File: src/rtl/dm_access_unit_pkg.sv
// Shared definitions for the data-memory access path. The control unit and
// the access unit both use them.
//   state_t  : access FSM states
//   size_t   : access width decoded from the Byte/Half controls
//   OP_*     : load/store opcodes shared with the control unit decoder
//   isMisaligned() : alignment rule for a given size and low address bits
package dm_access_unit_pkg;

    typedef enum logic [2:0] {
        ST_IDLE,
        ST_RD,
        ST_RMW_RD,
        ST_RMW_WR,
        ST_WR,
        ST_DONE
    } state_t;

    typedef enum logic [1:0] {
        SZ_BYTE,
        SZ_HALF,
        SZ_WORD
    } size_t;

    localparam logic [5:0] OP_LB  = 6'h20;
    localparam logic [5:0] OP_LH  = 6'h21;
    localparam logic [5:0] OP_LW  = 6'h23;
    localparam logic [5:0] OP_LBU = 6'h24;
    localparam logic [5:0] OP_LHU = 6'h25;
    localparam logic [5:0] OP_SB  = 6'h28;
    localparam logic [5:0] OP_SH  = 6'h29;
    localparam logic [5:0] OP_SW  = 6'h2B;

    function automatic logic isMisaligned(size_t sz, logic [1:0] lo);
        return ((sz == SZ_HALF) && lo[0]) || ((sz == SZ_WORD) && (lo != 2'b00));
    endfunction

endpackage

File: src/rtl/dm_access_unit_if.sv
// Word-wide data-memory bus with a req/ack handshake.
//   bus_req   : request, held until ack
//   bus_we    : 1 = write cycle
//   bus_addr  : word address
//   bus_wdata : write word
//   bus_rdata : read word, valid with bus_ack
//   bus_ack   : single-cycle completion pulse from the slave
interface dm_access_unit_if #(
    parameter int DM_AW = 10
) ();
    logic             bus_req;
    logic             bus_we;
    logic [DM_AW-1:0] bus_addr;
    logic [31:0]      bus_wdata;
    logic [31:0]      bus_rdata;
    logic             bus_ack;

    modport master (
        output bus_req, bus_we, bus_addr, bus_wdata,
        input  bus_rdata, bus_ack
    );

    modport slave (
        input  bus_req, bus_we, bus_addr, bus_wdata,
        output bus_rdata, bus_ack
    );
endinterface

File: src/rtl/dm_lane_mux.sv
// Combinational little-endian lane logic for sub-word accesses.
//   size/laneSel : access width and byte address bits [1:0]
//   unsign       : zero-extend (1) or sign-extend (0) the loaded lane
//   word         : word read from memory
//   wdata        : store data; low byte/half is inserted into the lane
//   loadData     : extracted + extended load result (word passes through)
//   mergedWord   : word with the store lane replaced (word store -> wdata)
module dm_lane_mux
    import dm_access_unit_pkg::*;
(
    input  size_t       size,
    input  logic        unsign,
    input  logic [1:0]  laneSel,
    input  logic [31:0] word,
    input  logic [31:0] wdata,
    output logic [31:0] loadData,
    output logic [31:0] mergedWord
);
    logic [7:0]  byteLane;
    logic [15:0] halfLane;

    always_comb begin
        byteLane   = word[{laneSel, 3'b000} +: 8];
        halfLane   = word[{laneSel[1], 4'b0000} +: 16];
        loadData   = word;
        mergedWord = word;
        case (size)
            SZ_BYTE: begin
                loadData = {{24{~unsign & byteLane[7]}}, byteLane};
                mergedWord[{laneSel, 3'b000} +: 8] = wdata[7:0];
            end
            SZ_HALF: begin
                loadData = {{16{~unsign & halfLane[15]}}, halfLane};
                mergedWord[{laneSel[1], 4'b0000} +: 16] = wdata[15:0];
            end
            default: mergedWord = wdata;
        endcase
    end
endmodule

File: src/rtl/dm_access_unit.sv
// Data-memory access unit between the datapath and the memory bus.
// Runs lb/lbu/lh/lhu/lw/sb/sh/sw as bus transactions, sub-word stores as
// read-modify-write, and stalls the CPU until the access completes.
//   clk, rst          : clock, asynchronous active-high reset
//   mem_rd, mem_wr    : MemRead / MemWrite (write wins if both)
//   byte_op, half_op  : access size (byte wins), else word
//   unsign            : zero-extend sub-word loads
//   addr, wdata       : byte address and store data
//   rdata             : load result, valid with done
//   stall             : hold the pipeline
//   done              : one-cycle completion pulse
//   misalign, bus_err : fault flags, qualified by done
//   bus               : memory bus master port
module dm_access_unit
    import dm_access_unit_pkg::*;
#(
    parameter int DM_AW   = 10,
    parameter int TIMEOUT = 16
) (
    input  logic        clk,
    input  logic        rst,
    input  logic        mem_rd,
    input  logic        mem_wr,
    input  logic        byte_op,
    input  logic        half_op,
    input  logic        unsign,
    input  logic [31:0] addr,
    input  logic [31:0] wdata,
    output logic [31:0] rdata,
    output logic        stall,
    output logic        done,
    output logic        misalign,
    output logic        bus_err,
    dm_access_unit_if.master bus
);
    localparam int CW = (TIMEOUT > 1) ? $clog2(TIMEOUT) : 1;

    state_t           state, stateNxt;
    logic [DM_AW+1:0] addrQ;
    logic [31:0]      wdataQ, rdataQ, mergedQ;
    size_t            sizeQ;
    logic             unsignQ, misQ, errQ;
    logic [CW-1:0]    tmoCnt;

    size_t       reqSize;
    logic        reqFault, newReq, isBus, tmoHit;
    logic [31:0] loadData, mergedWord;
    logic        unusedAddrHi;

    assign unusedAddrHi = ^addr[31:DM_AW+2];

    assign reqSize  = byte_op ? SZ_BYTE : (half_op ? SZ_HALF : SZ_WORD);
    assign reqFault = isMisaligned(reqSize, addr[1:0]);
    assign newReq   = (state == ST_IDLE) && (mem_rd || mem_wr);
    assign isBus    = (state == ST_RD) || (state == ST_RMW_RD) ||
                      (state == ST_RMW_WR) || (state == ST_WR);
    // Last wait cycle without ack: abandon the transfer.
    assign tmoHit   = (TIMEOUT != 0) && !bus.bus_ack && (tmoCnt == CW'(TIMEOUT - 1));

    dm_lane_mux uLaneMux (
        .size       (sizeQ),
        .unsign     (unsignQ),
        .laneSel    (addrQ[1:0]),
        .word       (bus.bus_rdata),
        .wdata      (wdataQ),
        .loadData   (loadData),
        .mergedWord (mergedWord)
    );

    always_ff @(posedge clk or posedge rst) begin
        if (rst) state <= ST_IDLE;
        else     state <= stateNxt;
    end

    always_comb begin
        stateNxt = state;
        case (state)
            ST_IDLE: begin
                if (mem_rd || mem_wr) begin
                    if (reqFault)              stateNxt = ST_DONE;
                    else if (!mem_wr)          stateNxt = ST_RD;
                    else if (reqSize == SZ_WORD) stateNxt = ST_WR;
                    else                       stateNxt = ST_RMW_RD;
                end
            end
            ST_RMW_RD: begin
                if (bus.bus_ack)  stateNxt = ST_RMW_WR;
                else if (tmoHit)  stateNxt = ST_DONE;
            end
            ST_RD, ST_RMW_WR, ST_WR: begin
                if (bus.bus_ack || tmoHit) stateNxt = ST_DONE;
            end
            default: stateNxt = ST_IDLE;
        endcase
    end

    always_ff @(posedge clk or posedge rst) begin
        if (rst) begin
            addrQ   <= '0;
            wdataQ  <= '0;
            rdataQ  <= '0;
            mergedQ <= '0;
            sizeQ   <= SZ_WORD;
            unsignQ <= 1'b0;
            misQ    <= 1'b0;
            errQ    <= 1'b0;
            tmoCnt  <= '0;
        end else begin
            if (newReq) begin
                addrQ   <= addr[DM_AW+1:0];
                wdataQ  <= wdata;
                sizeQ   <= reqSize;
                unsignQ <= unsign;
                rdataQ  <= '0;     // stores and faults report zero
                misQ    <= reqFault;
                errQ    <= 1'b0;
                tmoCnt  <= '0;
            end
            if (isBus) begin
                // Cleared on ack so the next bus state starts a fresh count.
                if (bus.bus_ack) begin
                    tmoCnt <= '0;
                end else if (tmoHit) begin
                    tmoCnt <= '0;
                    errQ   <= 1'b1;
                end else begin
                    tmoCnt <= tmoCnt + CW'(1);
                end
                if ((state == ST_RD) && bus.bus_ack)     rdataQ  <= loadData;
                if ((state == ST_RMW_RD) && bus.bus_ack) mergedQ <= mergedWord;
            end
        end
    end

    assign stall    = newReq || isBus;
    assign done     = (state == ST_DONE);
    assign misalign = done && misQ;
    assign bus_err  = done && errQ;
    assign rdata    = rdataQ;

    // Bus outputs derive from state, so an async reset drops them at once.
    assign bus.bus_req   = isBus;
    assign bus.bus_we    = (state == ST_RMW_WR) || (state == ST_WR);
    assign bus.bus_addr  = isBus ? addrQ[DM_AW+1:2] : '0;
    assign bus.bus_wdata = (state == ST_WR)     ? wdataQ  :
                           (state == ST_RMW_WR) ? mergedQ : '0;
endmodule

File: src/flat_wrapper.sv
// flat-port wrapper written by rule: the top's interface ports become plain ports
module dm_access_unit_flat import dm_access_unit_pkg::*;
#(
    parameter int DM_AW   = 10,
    parameter int TIMEOUT = 16
)
  (clk, rst, mem_rd, mem_wr, byte_op, half_op, unsign, addr, wdata, rdata, stall, done, misalign, bus_err, bus_bus_req, bus_bus_we, bus_bus_addr, bus_bus_wdata, bus_bus_rdata, bus_bus_ack);
  dm_access_unit_if #(.DM_AW(DM_AW)) bus_i ();
  input  logic clk;
  input  logic rst;
  input  logic mem_rd;
  input  logic mem_wr;
  input  logic byte_op;
  input  logic half_op;
  input  logic unsign;
  input  logic [31:0] addr;
  input  logic [31:0] wdata;
  output logic [31:0] rdata;
  output logic stall;
  output logic done;
  output logic misalign;
  output logic bus_err;
  output wire logic [$bits(bus_i.bus_req)-1:0] bus_bus_req;
  output wire logic [$bits(bus_i.bus_we)-1:0] bus_bus_we;
  output wire logic [$bits(bus_i.bus_addr)-1:0] bus_bus_addr;
  output wire logic [$bits(bus_i.bus_wdata)-1:0] bus_bus_wdata;
  input wire logic [$bits(bus_i.bus_rdata)-1:0] bus_bus_rdata;
  input wire logic [$bits(bus_i.bus_ack)-1:0] bus_bus_ack;
  assign bus_bus_req = bus_i.bus_req;
  assign bus_bus_we = bus_i.bus_we;
  assign bus_bus_addr = bus_i.bus_addr;
  assign bus_bus_wdata = bus_i.bus_wdata;
  assign bus_i.bus_rdata = bus_bus_rdata;
  assign bus_i.bus_ack = bus_bus_ack;
  dm_access_unit #(.DM_AW(DM_AW), .TIMEOUT(TIMEOUT)) u_core (.clk(clk), .rst(rst), .mem_rd(mem_rd), .mem_wr(mem_wr), .byte_op(byte_op), .half_op(half_op), .unsign(unsign), .addr(addr), .wdata(wdata), .rdata(rdata), .stall(stall), .done(done), .misalign(misalign), .bus_err(bus_err), .bus(bus_i));
endmodule
File: config.mk
export PLATFORM = sky130hd
export DESIGN_NAME = dm_access_unit_flat
export DESIGN_NICKNAME = d
export VERILOG_FILES = /design/src/rtl/dm_access_unit_pkg.sv /design/src/rtl/dm_access_unit_if.sv /design/src/rtl/dm_lane_mux.sv /design/src/rtl/dm_access_unit.sv /design/src/flat_wrapper.sv
export SDC_FILE = /design/constraint.sdc
export NUM_CORES = 1
export LEC_CHECK = 0
export ABC_AREA = 1
export BUFFER_PORTS_ARGS = -buffer_cell sky130_fd_sc_hd__buf_2
export CORE_UTILIZATION = 58
export DETAILED_ROUTE_END_ITERATION = 7
export MAX_ROUTING_LAYER = met4
export PLACE_DENSITY_LB_ADDON = 0.25
export SLEW_MARGIN = 10
export SYNTH_ARGS = -nofsm -noshare
export SYNTH_HDL_FRONTEND = slang
export SYNTH_SLANG_ARGS = --single-unit
File: constraint.sdc
create_clock -name clk -period 5.7 [get_ports clk]
set_input_delay 0.57 -clock clk [delete_from_list [all_inputs] [get_ports clk]]
set_output_delay 0.57 -clock clk [all_outputs]
set_load 0.05 [all_outputs]
==> run metrics <==
slew margin rel.=26.69%; first-pass GRT wire length=35410 µm; I/O pins=184; Max stage delay on crit path=640 ps; Clk pwr share=20.4%; hpwl dp=15270 µm; most frequent cells in the layout=nand2_1 (278), buf_2 (163), o21ai_0 (125); Max VDD drop=0.5438 mV; Clock Latency Late Sink=430 ps; Via density=5.838; clock sink count=120; CTS Root Cell=clkbuf_16; pre-CTS setup slack=2686 ps; initial antenna violation count=0; register bit total from synthesis=120; Power per Cell Area=649.7 nW/µm²; Synth Area per Inst=6.918 µm²; Psw=2.855 mW; combinational power share=52.6%; Fin Setup TNS=0 ps; commonest non-fill, non-tap cell in the layout=nand2_1; Final Cycle Share=57.98%; P_leak=4.394 nW; DR DRC count=0; Worst path slowest cell=nand2_1; Cell variety after synth=30; TritonCTS buffer count=17; Hold Buf Count CTS=0; status=finished, final reports clean; WP data required=5130 ps; DR pass1 iterations=5; Die ar.=12700 µm²; Final WS setup=2395 ps; CP Class=reg2out; Die H=112.7 µm; sequential element share of the synthesized area=42.29%; Post-DRT Antenna Nets=0; I/O Buffers=163; part of the power in registers=27.0%; DRT iter0 DRCs=880; Setup-failing EPs final=0; Post-CTS Setup Bufs=0; core area=11960 µm²; max-slew violation count=0; Initial Utilization=59.39%; Crit. End Element=output port; Routed WL per cell=16.96 µm; # diodes=0; TritonCTS clock tree=done; Worst Setup Start Kind=register; CP cell instances=nor2_1 -> nand2_1 -> nand2_2 -> inv_2 -> nor2_1 -> buf_2; vias in the first global route=6781; # rows=40; via count=7648; Fin. Hold Viols=0; crit path buf inv count=2; total of max-cap violations=0; WL final=22220 µm; family with the most delay on the worst path=simple AND/OR/NAND/NOR gates; Post-synth EDFFs=0; Reg clk slew, reported paths=50 ps; gpl congestion=1.008; sw frac=51.91%; syn nets=1137; CP Max Fanout=34; clock skew=5.140 ps; synthesis-to-finish area growth=19.14%; gr usage total=37.32%; HP Class=in2async; predominant post-synthesis flop cell=dfrtp_1; Internal=2.645 mW; clk buf depth=2; Async S/R FF share, synth=100.0%; RSZ-0062 raised after global routing=no; H-tree Lvls=4; Yosys warnings=0; total grt overflow=0; Worst Tran Pin Value=1097 ps; Most Frequent Cell on Critical Path=nor2_1; layout cell share with drive strength beyond 1=18.49%; post-synth design cell area=7104 µm²; Final nets=1260; Tmin final=3305 ps; arrival time at the worst endpoint=2730 ps; fmax=302.6 MHz; R2R setup slack=2570 ps; Die X=112.7 µm; CTS resizes=0; largest net degree at the start of global routing=83; Synth Instances=1027
-- state kept, by name, summed over array words and instances, names as in the netlist --
name            flops
u_core.errQ         1
u_core.unsignQ      1
u_core.addrQ       12
u_core.sizeQ        2
u_core.state        3
u_core.rdata       32
u_core.tmoCnt       4
u_core.misQ         1
u_core.wdataQ      32
u_core.mergedQ     32
-- metal layers --
metal,track usage [%],vias up,wire length (µm)
met5,-,-,0
met4,14.04,0,697
met3,7.991,60,2174
met2,54.32,441,10020
met1,51.24,3526,9330
li1,-,3621,-
-- power by group through the flow --
stage               Clock (mW)  Sequential (mW)  Combinational, mW
floorplan                    0             1.61               2.08
global placement             0             1.47               2.80
detailed placement           0             1.48               2.85
CTS                       1.12             1.47               2.87
global route              1.16             1.52               3.16
finish                    1.12             1.49               2.89
-- worst register-to-register path: stages, from the launching register on --
cell and delay (ps):
dfstp_2 590, inv_2 590, nand2_2 290, inv_1 850, nand2_1 270, o211ai_1 290
nand2_1 90, nand2_1 80
-- final timing paths --
path / start / endpoint / cells after the start
worst max-delay path: u_core.state[0] / bus_bus_addr[6] / 6
worst max register to register: u_core.sizeQ[1] / u_core.rdata[5] / 7
min in group clk: wdata[28] / u_core.wdataQ[28] / 3
worst min register to register: u_core.misQ / u_core.misQ / 2
worst min-delay path: rst / u_core.wdataQ[11] / 2
max in group asynchronous: rst / u_core.wdataQ[0] / 3
-- cell usage after synthesis (2+ instances only) --
library cell | number | share of area (%)
o21ai_1 | 41 | 2.9
ha_1 | 6 | 1.1
nand3_1 | 103 | 7.3
o21ai_0 | 125 | 8.8
inv_2 | 7 | 0.37
clkbuf_1 | 28 | 1.5
a21oi_1 | 48 | 3.4
nand4_1 | 12 | 1.1
buf_4 | 8 | 0.85
inv_1 | 88 | 4.6
buf_2 | 16 | 1.1
nand2_1 | 278 | 15
nor2_1 | 88 | 4.6
nand2_2 | 2 | 0.18
o21a_1 | 4 | 0.42
nor2_2 | 2 | 0.18
o211ai_1 | 13 | 1.4
nor2_4 | 2 | 0.32
o22ai_1 | 17 | 1.5
buf_1 | 11 | 0.58
dfrtp_1 | 119 | 42
-- cell type report --
cell class / instances / area (µm²)
fillers: 1054 / 3497
multi-input cells: 747 / 3451
clock inverters: 8 / 117.6
inverters: 96 / 362.8
clock buffers: 24 / 491.7
well taps: 147 / 183.9
repair buffers: 168 / 853.3
flip-flops and latches: 120 / 3004
-- per-stage QoR --
| stage | util (%) | std cells | instance area [µm²] | hold slack [ps] | power, mW |
|---|---|---|---|---|---|
| after floorplan | - | 1027 | 7104 | 453.0 | 3.690 |
| after global placement | 65.67 | 1278 | 7855 | 470.5 | 4.275 |
| after detailed placement | 65.67 | 1278 | 7855 | 487.6 | 4.325 |
| after CTS | 70.76 | 1310 | 8464 | 295.8 | 5.464 |
| after global routing | 70.76 | 1310 | 8464 | 332.1 | 5.839 |
| final | 70.76 | 1310 | 8464 | 257.6 | 5.500 |
-- cell families (layout without fill, tap and decap cells) --
kind of cell / Yosys count / count (layout) / share of synthesized area (%)
AND/OR/NAND/NOR: 489 / 489 / 28.53
AO/OA/AOI/OAI: 250 / 250 / 18.70
buffers and inverters: 160 / 296 / 9.176
flip-flops: 120 / 120 / 42.29
adder cells (fa/ha/maj): 6 / 6 / 1.057
XOR/XNOR: 2 / 2 / 0.2466
No activity file was read; power rests on OpenSTA's default activity.
